==> config.mk <==
export PLATFORM = sky130hd
export DESIGN_NAME = fetch_ctrl_flat
export DESIGN_NICKNAME = d
export VERILOG_FILES = /design/src/rtl/fetch_ctrl_if.sv /design/src/rtl/fetch_ctrl.sv /design/src/flat_wrapper.sv
export SDC_FILE = /design/constraint.sdc
export NUM_CORES = 1
export LEC_CHECK = 0
export BUFFER_PORTS_ARGS = -buffer_cell sky130_fd_sc_hd__buf_2
export CAP_MARGIN = 15
export CELL_PAD_IN_SITES_DETAIL_PLACEMENT = 1
export CELL_PAD_IN_SITES_GLOBAL_PLACEMENT = 2
export CORE_ASPECT_RATIO = 0.7
export CORE_MARGIN = 8
export CORE_UTILIZATION = 32
export CTS_CLUSTER_DIAMETER = 100
export DETAILED_ROUTE_END_ITERATION = 6
export PLACE_DENSITY = 0.95
export SYNTH_ARGS = -nofsm -noshare
export SYNTH_HDL_FRONTEND = slang
export SYNTH_SLANG_ARGS = --single-unit
==> constraint.sdc <==
create_clock -name clk -period 3.85 [get_ports clk]
set_input_delay 0.77 -clock clk [delete_from_list [all_inputs] [get_ports clk]]
set_output_delay 0.77 -clock clk [all_outputs]
set_load 0.05 [all_outputs]
==> src/rtl/fetch_ctrl_if.sv <==
// Instruction-bus handshake between the fetch controller and memory.
// master: fetch side (req/addr out); slave: bus side (addr_ok/data_ok/rdata out).
interface fetch_ctrl_if;
  logic        inst_req_o;
  logic [31:0] inst_addr_o;
  logic        inst_addr_ok_i;
  logic        inst_data_ok_i;
  logic [31:0] inst_rdata_i;

  modport master (
    output inst_req_o,
    output inst_addr_o,
    input  inst_addr_ok_i,
    input  inst_data_ok_i,
    input  inst_rdata_i
  );

  modport slave (
    input  inst_req_o,
    input  inst_addr_o,
    output inst_addr_ok_i,
    output inst_data_ok_i,
    output inst_rdata_i
  );
endinterface

==> src/rtl/fetch_ctrl.sv <==
// Pre-IF fetch controller: one outstanding bus request, one-entry buffer.
// Ports: clk, rst (async active-low), stall/redirect in, bus master, IF-reg outputs.
module fetch_ctrl #(
  parameter logic [31:0] RESET_PC = 32'hBFC0_0000
) (
  input  logic          clk,
  input  logic          rst,
  input  logic          stall_i,
  input  logic          redirect_i,
  input  logic [31:0]   redirect_pc_i,
  fetch_ctrl_if.master  bus,
  output logic [31:0]   preif_pc_o,
  output logic          preif_adel_o,
  output logic [31:0]   inst_o,
  output logic          if_wr_o,
  output logic          if_flush_o
);

  localparam logic [1:0] S_IDLE = 2'd0;
  localparam logic [1:0] S_REQ  = 2'd1;
  localparam logic [1:0] S_WAIT = 2'd2;
  localparam logic [1:0] S_DROP = 2'd3;

  typedef struct packed {
    logic        v;
    logic [31:0] pc;
    logic [31:0] inst;
    logic        adel;
  } buf_t;

  logic [1:0]  r_state;
  logic [1:0]  w_state_nxt;
  logic [31:0] r_pc;
  logic [31:0] w_pc_nxt;
  logic [31:0] w_pc_inc;
  buf_t        r_buf;
  buf_t        w_buf_nxt;
  logic        w_mis;
  logic        w_req;
  logic        w_wr;
  logic        w_free;

  assign w_mis    = |r_pc[1:0];
  assign w_pc_inc = r_pc + 32'd4;
  assign w_req    = (r_state == S_REQ) & ~w_mis;
  assign w_wr     = r_buf.v & ~stall_i & ~redirect_i;
  assign w_free   = ~r_buf.v | w_wr;

  always_comb begin
    w_state_nxt = r_state;
    w_pc_nxt    = r_pc;
    w_buf_nxt   = r_buf;
    if (w_wr) w_buf_nxt.v = 1'b0;
    unique case (r_state)
      S_IDLE: begin
        if (redirect_i) begin
          w_pc_nxt    = redirect_pc_i;
          w_buf_nxt.v = 1'b0;
          w_state_nxt = S_REQ;
        end else if (w_free) begin
          w_state_nxt = S_REQ;
        end
      end
      S_REQ: begin
        if (redirect_i) begin
          w_pc_nxt    = redirect_pc_i;
          w_buf_nxt.v = 1'b0;
          // An accepted request must still have its data drained.
          w_state_nxt = (w_req & bus.inst_addr_ok_i)
                      ? S_DROP : S_REQ;
        end else if (w_mis) begin
          w_buf_nxt   = '{v: 1'b1, pc: r_pc,
                          inst: 32'h0, adel: 1'b1};
          w_pc_nxt    = w_pc_inc;
          w_state_nxt = S_IDLE;
        end else if (bus.inst_addr_ok_i) begin
          w_state_nxt = S_WAIT;
        end
      end
      S_WAIT: begin
        if (redirect_i) begin
          w_pc_nxt    = redirect_pc_i;
          w_buf_nxt.v = 1'b0;
          w_state_nxt = bus.inst_data_ok_i
                      ? S_REQ : S_DROP;
        end else if (bus.inst_data_ok_i) begin
          w_buf_nxt   = '{v: 1'b1, pc: r_pc,
                          inst: bus.inst_rdata_i,
                          adel: 1'b0};
          w_pc_nxt    = w_pc_inc;
          // The entry just loaded occupies the buffer next
          // cycle; IDLE restarts fetch once it drains.
          w_state_nxt = S_IDLE;
        end
      end
      S_DROP: begin
        if (redirect_i) w_pc_nxt = redirect_pc_i;
        if (bus.inst_data_ok_i) w_state_nxt = S_REQ;
      end
      default: w_state_nxt = S_IDLE;
    endcase
  end

  always_ff @(posedge clk or negedge rst) begin
    if (!rst) begin
      r_state <= S_IDLE;
      r_pc    <= RESET_PC;
      r_buf   <= '0;
    end else begin
      r_state <= w_state_nxt;
      r_pc    <= w_pc_nxt;
      r_buf   <= w_buf_nxt;
    end
  end

  assign bus.inst_req_o  = w_req;
  assign bus.inst_addr_o = r_pc;

  assign preif_pc_o   = r_buf.v ? r_buf.pc : 32'h0;
  assign inst_o       = r_buf.v ? r_buf.inst : 32'h0;
  assign preif_adel_o = r_buf.v & r_buf.adel;
  assign if_wr_o      = w_wr;
  // Held low while reset is asserted.
  assign if_flush_o   = redirect_i & rst;

endmodule

==> src/flat_wrapper.sv <==
// flat-port wrapper written by rule: the top's interface ports become plain ports
module fetch_ctrl_flat 
#(
  parameter logic [31:0] RESET_PC = 32'hBFC0_0000
)
  (clk, rst, stall_i, redirect_i, redirect_pc_i, preif_pc_o, preif_adel_o, inst_o, if_wr_o, if_flush_o, bus_inst_req_o, bus_inst_addr_o, bus_inst_addr_ok_i, bus_inst_data_ok_i, bus_inst_rdata_i);
  fetch_ctrl_if bus_i ();
  input  logic clk;
  input  logic rst;
  input  logic stall_i;
  input  logic redirect_i;
  input  logic [31:0] redirect_pc_i;
  output logic [31:0] preif_pc_o;
  output logic preif_adel_o;
  output logic [31:0] inst_o;
  output logic if_wr_o;
  output logic if_flush_o;
  output wire logic [$bits(bus_i.inst_req_o)-1:0] bus_inst_req_o;
  output wire logic [$bits(bus_i.inst_addr_o)-1:0] bus_inst_addr_o;
  input wire logic [$bits(bus_i.inst_addr_ok_i)-1:0] bus_inst_addr_ok_i;
  input wire logic [$bits(bus_i.inst_data_ok_i)-1:0] bus_inst_data_ok_i;
  input wire logic [$bits(bus_i.inst_rdata_i)-1:0] bus_inst_rdata_i;
  assign bus_inst_req_o = bus_i.inst_req_o;
  assign bus_inst_addr_o = bus_i.inst_addr_o;
  assign bus_i.inst_addr_ok_i = bus_inst_addr_ok_i;
  assign bus_i.inst_data_ok_i = bus_inst_data_ok_i;
  assign bus_i.inst_rdata_i = bus_inst_rdata_i;
  fetch_ctrl #(.RESET_PC(RESET_PC)) u_core (.clk(clk), .rst(rst), .stall_i(stall_i), .redirect_i(redirect_i), .redirect_pc_i(redirect_pc_i), .bus(bus_i), .preif_pc_o(preif_pc_o), .preif_adel_o(preif_adel_o), .inst_o(inst_o), .if_wr_o(if_wr_o), .if_flush_o(if_flush_o));
endmodule
# ---- Yosys cells after proc, flatten, opt, wreduce, memory -nomap -nowiden
# Index checks and enable logic that the tools add are counted.
dict set report totals {
  out_inout_bits 100
  reg_bits 100
  word_cells 67
}
dict set report classes {
  n_bitwise 11
  add_sub_neg 1
  muxes 29
  eq_ne 13
  n_reduce_logical 7
}
# cell count
set ops {}
lappend ops {{$mux W32} 7}
lappend ops {{$mux W66} 2}
lappend ops {{$mux W65} 2}
lappend ops {{$pmux W65 S2} 1}
lappend ops {{$pmux W32 S3} 1}
lappend ops {{$add A32 B3 Y32 const B} 1}
lappend ops {{$mux W2} 10}
lappend ops {{$ne A2 B2 Y1 const B} 4}
lappend ops {{$pmux W2 S4} 1}
lappend ops {{$and A1 B1 Y1} 6}
lappend ops {{$ne A3 B2 Y1 const B} 2}
lappend ops {{$reduce_and A5 Y1} 1}
lappend ops {{$eq A2 B2 Y1 const B} 2}
lappend ops {{$mux W1} 4}
lappend ops {{$ne A2 B1 Y1 const B} 2}
lappend ops {{$ne A4 B3 Y1 const B} 1}
lappend ops {{$not A1 Y1} 4}
lappend ops {{$reduce_and A4 Y1} 1}
lappend ops {{$reduce_or A2 Y1} 2}
lappend ops {{$ne A3 B3 Y1 const B} 1}
lappend ops {{$pmux W1 S3} 1}
lappend ops {{$reduce_and A3 Y1} 1}
lappend ops {{$eq A2 B1 Y1 const B} 1}
lappend ops {{$logic_not A2 Y1} 1}
lappend ops {{2 further kinds} 2}

# ---- Depth between registers and ports, before layout
dict set report logic_depth {
  ltp_word 7
  ltp_mapped 9
  mapped_depth_nobuf 8
}

# ---- Worst setup path after synthesis
# No wires, ideal clock.
dict set report synth_timing {
  path_kind {input to output}
  start {input port redirect_i}
  end {output port if_wr_o}
  cell_stages 3
  arrival_time_ns 2.344
  n_path_buf 2
  setup_slack_ns 0.736
  path_cell_list {clkbuf_1 buf_1 nor3b_1}
}
dict set report synth_via {
  elab_chain_cells 2
}
# element line_no
set synth_rtl {}
lappend synth_rtl {{start, declared} flat_wrapper.sv:11} ;# input logic redirect_i;
lappend synth_rtl {{$not A1 Y1} fetch_ctrl.sv:46} ;# assign w_wr = r_buf.v & ~stall_i & ~redirect_i;
lappend synth_rtl {{$and A1 B1 Y1} fetch_ctrl.sv:46}
lappend synth_rtl {{end, declared} flat_wrapper.sv:16} ;# output logic if_wr_o;
# No other way between the ends.

# ---- Worst setup path in the final report
dict set report layout_timing {
  start {register u_core.r_state[1]}
  end {output port bus_inst_req_o}
}
dict set report layout_via {
  elab_chain_cells 2
}
# element line_no
set layout_rtl {}
lappend layout_rtl {{start, declared} fetch_ctrl.sv:31} ;# logic [1:0] r_state;
lappend layout_rtl {{start signal, assigned} fetch_ctrl.sv:110} ;# r_state <= w_state_nxt;
lappend layout_rtl {{$eq A2 B1 Y1} fetch_ctrl.sv:45} ;# assign w_req = (r_state == S_REQ) & ~w_mis;
lappend layout_rtl {{$and A1 B1 Y1} fetch_ctrl.sv:45}
lappend layout_rtl {{end, declared} flat_wrapper.sv:18} ;# output wire logic [$bits(bus_i.inst_req_o)-1:0] bus_inst_req_o;
# No other way between the ends.

==> results.json <==
{
  "cts_resized": 0,
  "critPathLaunchType": "register",
  "syn_area_per_cell_um2": 8.477,
  "yosys.area.top_type": "dfrtp_1",
  "cpMaxStageDelayCell": "or3b_1",
  "intPower_mw": 2.471,
  "crit_buf_inv": 3,
  "gp_congestion": 0.8326,
  "post-dp-hpwl_um": 14020,
  "critical_path_class": "reg2out",
  "rsz0062_at_grt": "false",
  "slew_viol_final": 0,
  "reg2reg_to": "u_core.r_buf[61]$_DFFE_PN0P_",
  "synth_cells": 636,
  "drive_gt1_share_pct": 28.24,
  "grt_start_max_net_pins": 74,
  "grt-ovfl-total": 0,
  "utilization_pct": 40.58,
  "worstPathRequired_ns": 3.08,
  "ys_types": 59,
  "start_util_pct": 32.88,
  "layout_min_cycle_time_ns": 2.949,
  "powerDensity_nw_per_um2": 762.9,
  "synthFlopType": "dfrtp_1",
  "final_area_um2": 6654,
  "final_nets": 850,
  "fin_skew_ns": 0.01379,
  "hold_depth": 2,
  "route.detailed.drc": 0,
  "relSlewSlack_pct": 30.28,
  "grt_pass1_vias": 5224,
  "swShare_pct": 51.32,
  "synth_area_um2": 5391,
  "io_buffer_count": 169,
  "yosysWarnings": 0,
  "cts_tree": "done",
  "hold_path_class": "reg2reg",
  "postPlaceCellArea_um2": 6365,
  "tightest_slew_ns": 1.046,
  "dieArea_um2": 21320,
  "syn_nets": 712,
  "coreArea_um2": 16400,
  "synth_edf_count": 0,
  "area_delta_synth_final_pct": 23.42,
  "cp_cell_sequence": "inv_1 -> ha_1 -> or3b_1 -> inv_1 -> buf_2",
  "n_antenna_cell": 0,
  "antenna_found_initial": 0,
  "power_frac_seq_pct": 35.7,
  "post_cts_buffers": 0,
  "num_vias": 5144,
  "worstPathArrival_ns": 2.18,
  "critPathMostFrequentCell": "inv_1",
  "hold_viol_final": 0,
  "grt_util_met2_pct": 25.95,
  "fp.dieH_um": 124.6,
  "end_kind": "output port",
  "die_width_um": 171.1,
  "clock.fmax_mhz": 339.1,
  "io_pins": 170,
  "fin_crit_sh_pct": 76.61,
  "setup_viol": 0,
  "grt_pass1_wl_um": 30360,
  "path_max_fanout": 10,
  "max_stage_delay_ns": 0.59,
  "clkTransAtPathRegs_ns": 0.08,
  "synthArstFlopShare_pct": 100.0,
  "reg2reg_depth": 7,
  "ys_seq_area_share_pct": 46.62,
  "grt_usage_pct": 17.70,
  "hold_path.startpoint": "u_core.r_buf[11]$_DFFE_PN0P_",
  "finalWirelength_um": 19010,
  "r2r_setup_slack_ns": 1.19,
  "p_clk_share_pct": 18.1,
  "viasPerCell": 5.124,
  "status": "finished, final reports clean",
  "ctsHoldBuffers": 0,
  "p_switching_mw": 2.605,
  "cts_buffers": 9,
  "top_usage_layer": "met1",
  "synth_top_cell_area_share_pct": 42.24,
  "h-tree-depth": 3,
  "grt_use_met3_pct": 4.180,
  "clock_latency_ns": 0.35,
  "crit_start": "u_core.r_state[1]$_DFFE_PN0P_",
  "synth.area.top_cells": "dfrtp_1 (42%), nand2_1 (10%), and2_1 (8.0%)",
  "cap_viol_max_count": 0,
  "cpLargestDelayFamily": "simple AND/OR/NAND/NOR gates",
  "ctsLongestPathBuffers": 2,
  "drtAntennaViolNets": 0,
  "drt_first_pass_iters": 5,
  "rows": 39,
  "min_to": "u_core.r_buf[11]$_DFFE_PN0P_",
  "r2r-start": "u_core.r_state[1]$_DFFE_PN0P_",
  "ys_ff_latch": 100,
  "clock-sinks": 100,
  "max-vdd-ir-drop_uv": 411.0,
  "drt-wirelength-per-cell_um": 18.93,
  "met1_usage_pct": 26.10,
  "p_comb_share_pct": 46.2,
  "fin_tns_setup_ns": 0,
  "p_leak_nw": 3.142,
  "first_iter_violations": 346,
  "cts_root_buffer": "clkbuf_16"
}
[worst max-delay path by stage]
stage	cells past startpoint	endpoint
6_report	5	bus_inst_req_o
3_3_place_gp	6	u_core.r_buf[37]$_DFFE_PN0P_
4_1_cts	5	bus_inst_req_o
5_1_grt	5	bus_inst_req_o
2_1_floorplan	3	if_wr_o
3_5_place_dp	6	u_core.r_buf[61]$_DFFE_PN0P_
[sequential cells by signal, summed over array words and instances, names as in the netlist]
name and cells:
u_core.bus.inst_addr_o 32, u_core.r_buf 66, u_core.r_state 2
[kinds of logic (layout without fill, tap and decap cells)]
group           after synthesis  after routing  share of synthesized area, %
xor+xnor                      2              2                        0.3250
simple gates                311            311                         28.59
flops                       100            100                         46.62
mux                          10             10                         1.973
compound gates              154            154                         16.62
fa+ha+maj                     6              6                         1.392
buf+inv                      53            196                         4.479
[routing by layer]
layer | vias to the layer above | part of all wire, %
li1 | 2458 | -
met1 | 2529 | 50
met2 | 147 | 43
met3 | 10 | 6.0
met4 | 0 | 0.82
met5 | - | 0
[layout by cell type, fill, tap and decap left out, types with 3 or more instances in the layout]
cell type  netlist  routed
nor3_1           7       7
a311oi_1         4       4
nand2_1        150     150
o21ai_1          4       4
nand3_1         20      20
nand4_1          6       6
and2_1          69      69
mux2i_1          5       5
buf_2            9     168
or3_1            5       5
dfstp_2          9       9
and4_1           4       4
a21oi_1         27      27
inv_1            5       5
mux2_2           5       5
inv_6            0       3
and3_1           7       7
a31oi_1          4       4
o22ai_1          8       8
buf_4            2       6
nor2_1          22      22
o21ai_0         83      83
o211ai_1         4       4
ha_1             6       6
dfrtp_1         91      90
clkbuf_16        0       9
[area by class of cell]
cell class	count	area, µm²
clock buffers	9	225.2
clock inverters	7	63.81
fillers	2005	9742
inverters	5	18.77
multi-input cells	483	2644
flip-flops and latches	100	2515
well taps	225	281.5
repair buffers	175	905.9
[worst register-to-register path, stage by stage (launching register included)]
cell	delay (ns)
dfrtp_1	0.44
inv_1	0.12
ha_1	0.24
or3b_1	0.59
nand2_4	0.60
buf_12	0.35
nand2_1	0.10
o21ai_0	0.11
[per-stage QoR]
stage	setup WS, ns	hold WS, ns	instances	power (mW)
finish	0.9006	0.4774	1004	5.076
global route	0.7798	0.4978	1004	5.414
CTS	0.8945	0.4829	1004	5.119
detailed placement	0.9646	0.4647	988	4.186
global placement	1.084	0.4542	988	4.122
floorplan	0.7359	0.4424	636	3.462
[synth_stat cells (2+ instances only)]
master and count:
buf_4 2, nand3_2 2, o21ai_1 4, mux2_2 5, nand2_2 2, or3_1 5, o311ai_0 2, nor2_1 22
nor2b_1 3, nor3_1 7, ha_1 6, nand2b_1 2, buf_1 4, a311oi_1 4, dfstp_2 9, buf_6 3
or2_2 2, dfrtp_1 91, and4_4 2, nand2_1 150, a2bb2oi_1 2, and3_1 7, mux2i_1 5, o21ai_0 83
and4_1 4, nand4_1 6, nand3_1 20, or4_1 2, xnor2_1 2, a31oi_1 4, o211ai_1 4, a21oi_1 27
inv_1 5, buf_2 9, a21o_1 2, and2_1 69, o22ai_1 8, clkbuf_1 29
[power by group through the flow]
stage | clock network (mW) | logic (mW) | registers, mW
after floorplan | 0 | 1.43 | 2.04
after global placement | 0 | 2.30 | 1.82
after detailed placement | 0 | 2.35 | 1.83
after CTS | 0.946 | 2.36 | 1.81
after global routing | 0.977 | 2.56 | 1.87
final | 0.917 | 2.35 | 1.81
Note: power is estimated with default switching activity, not from simulation.
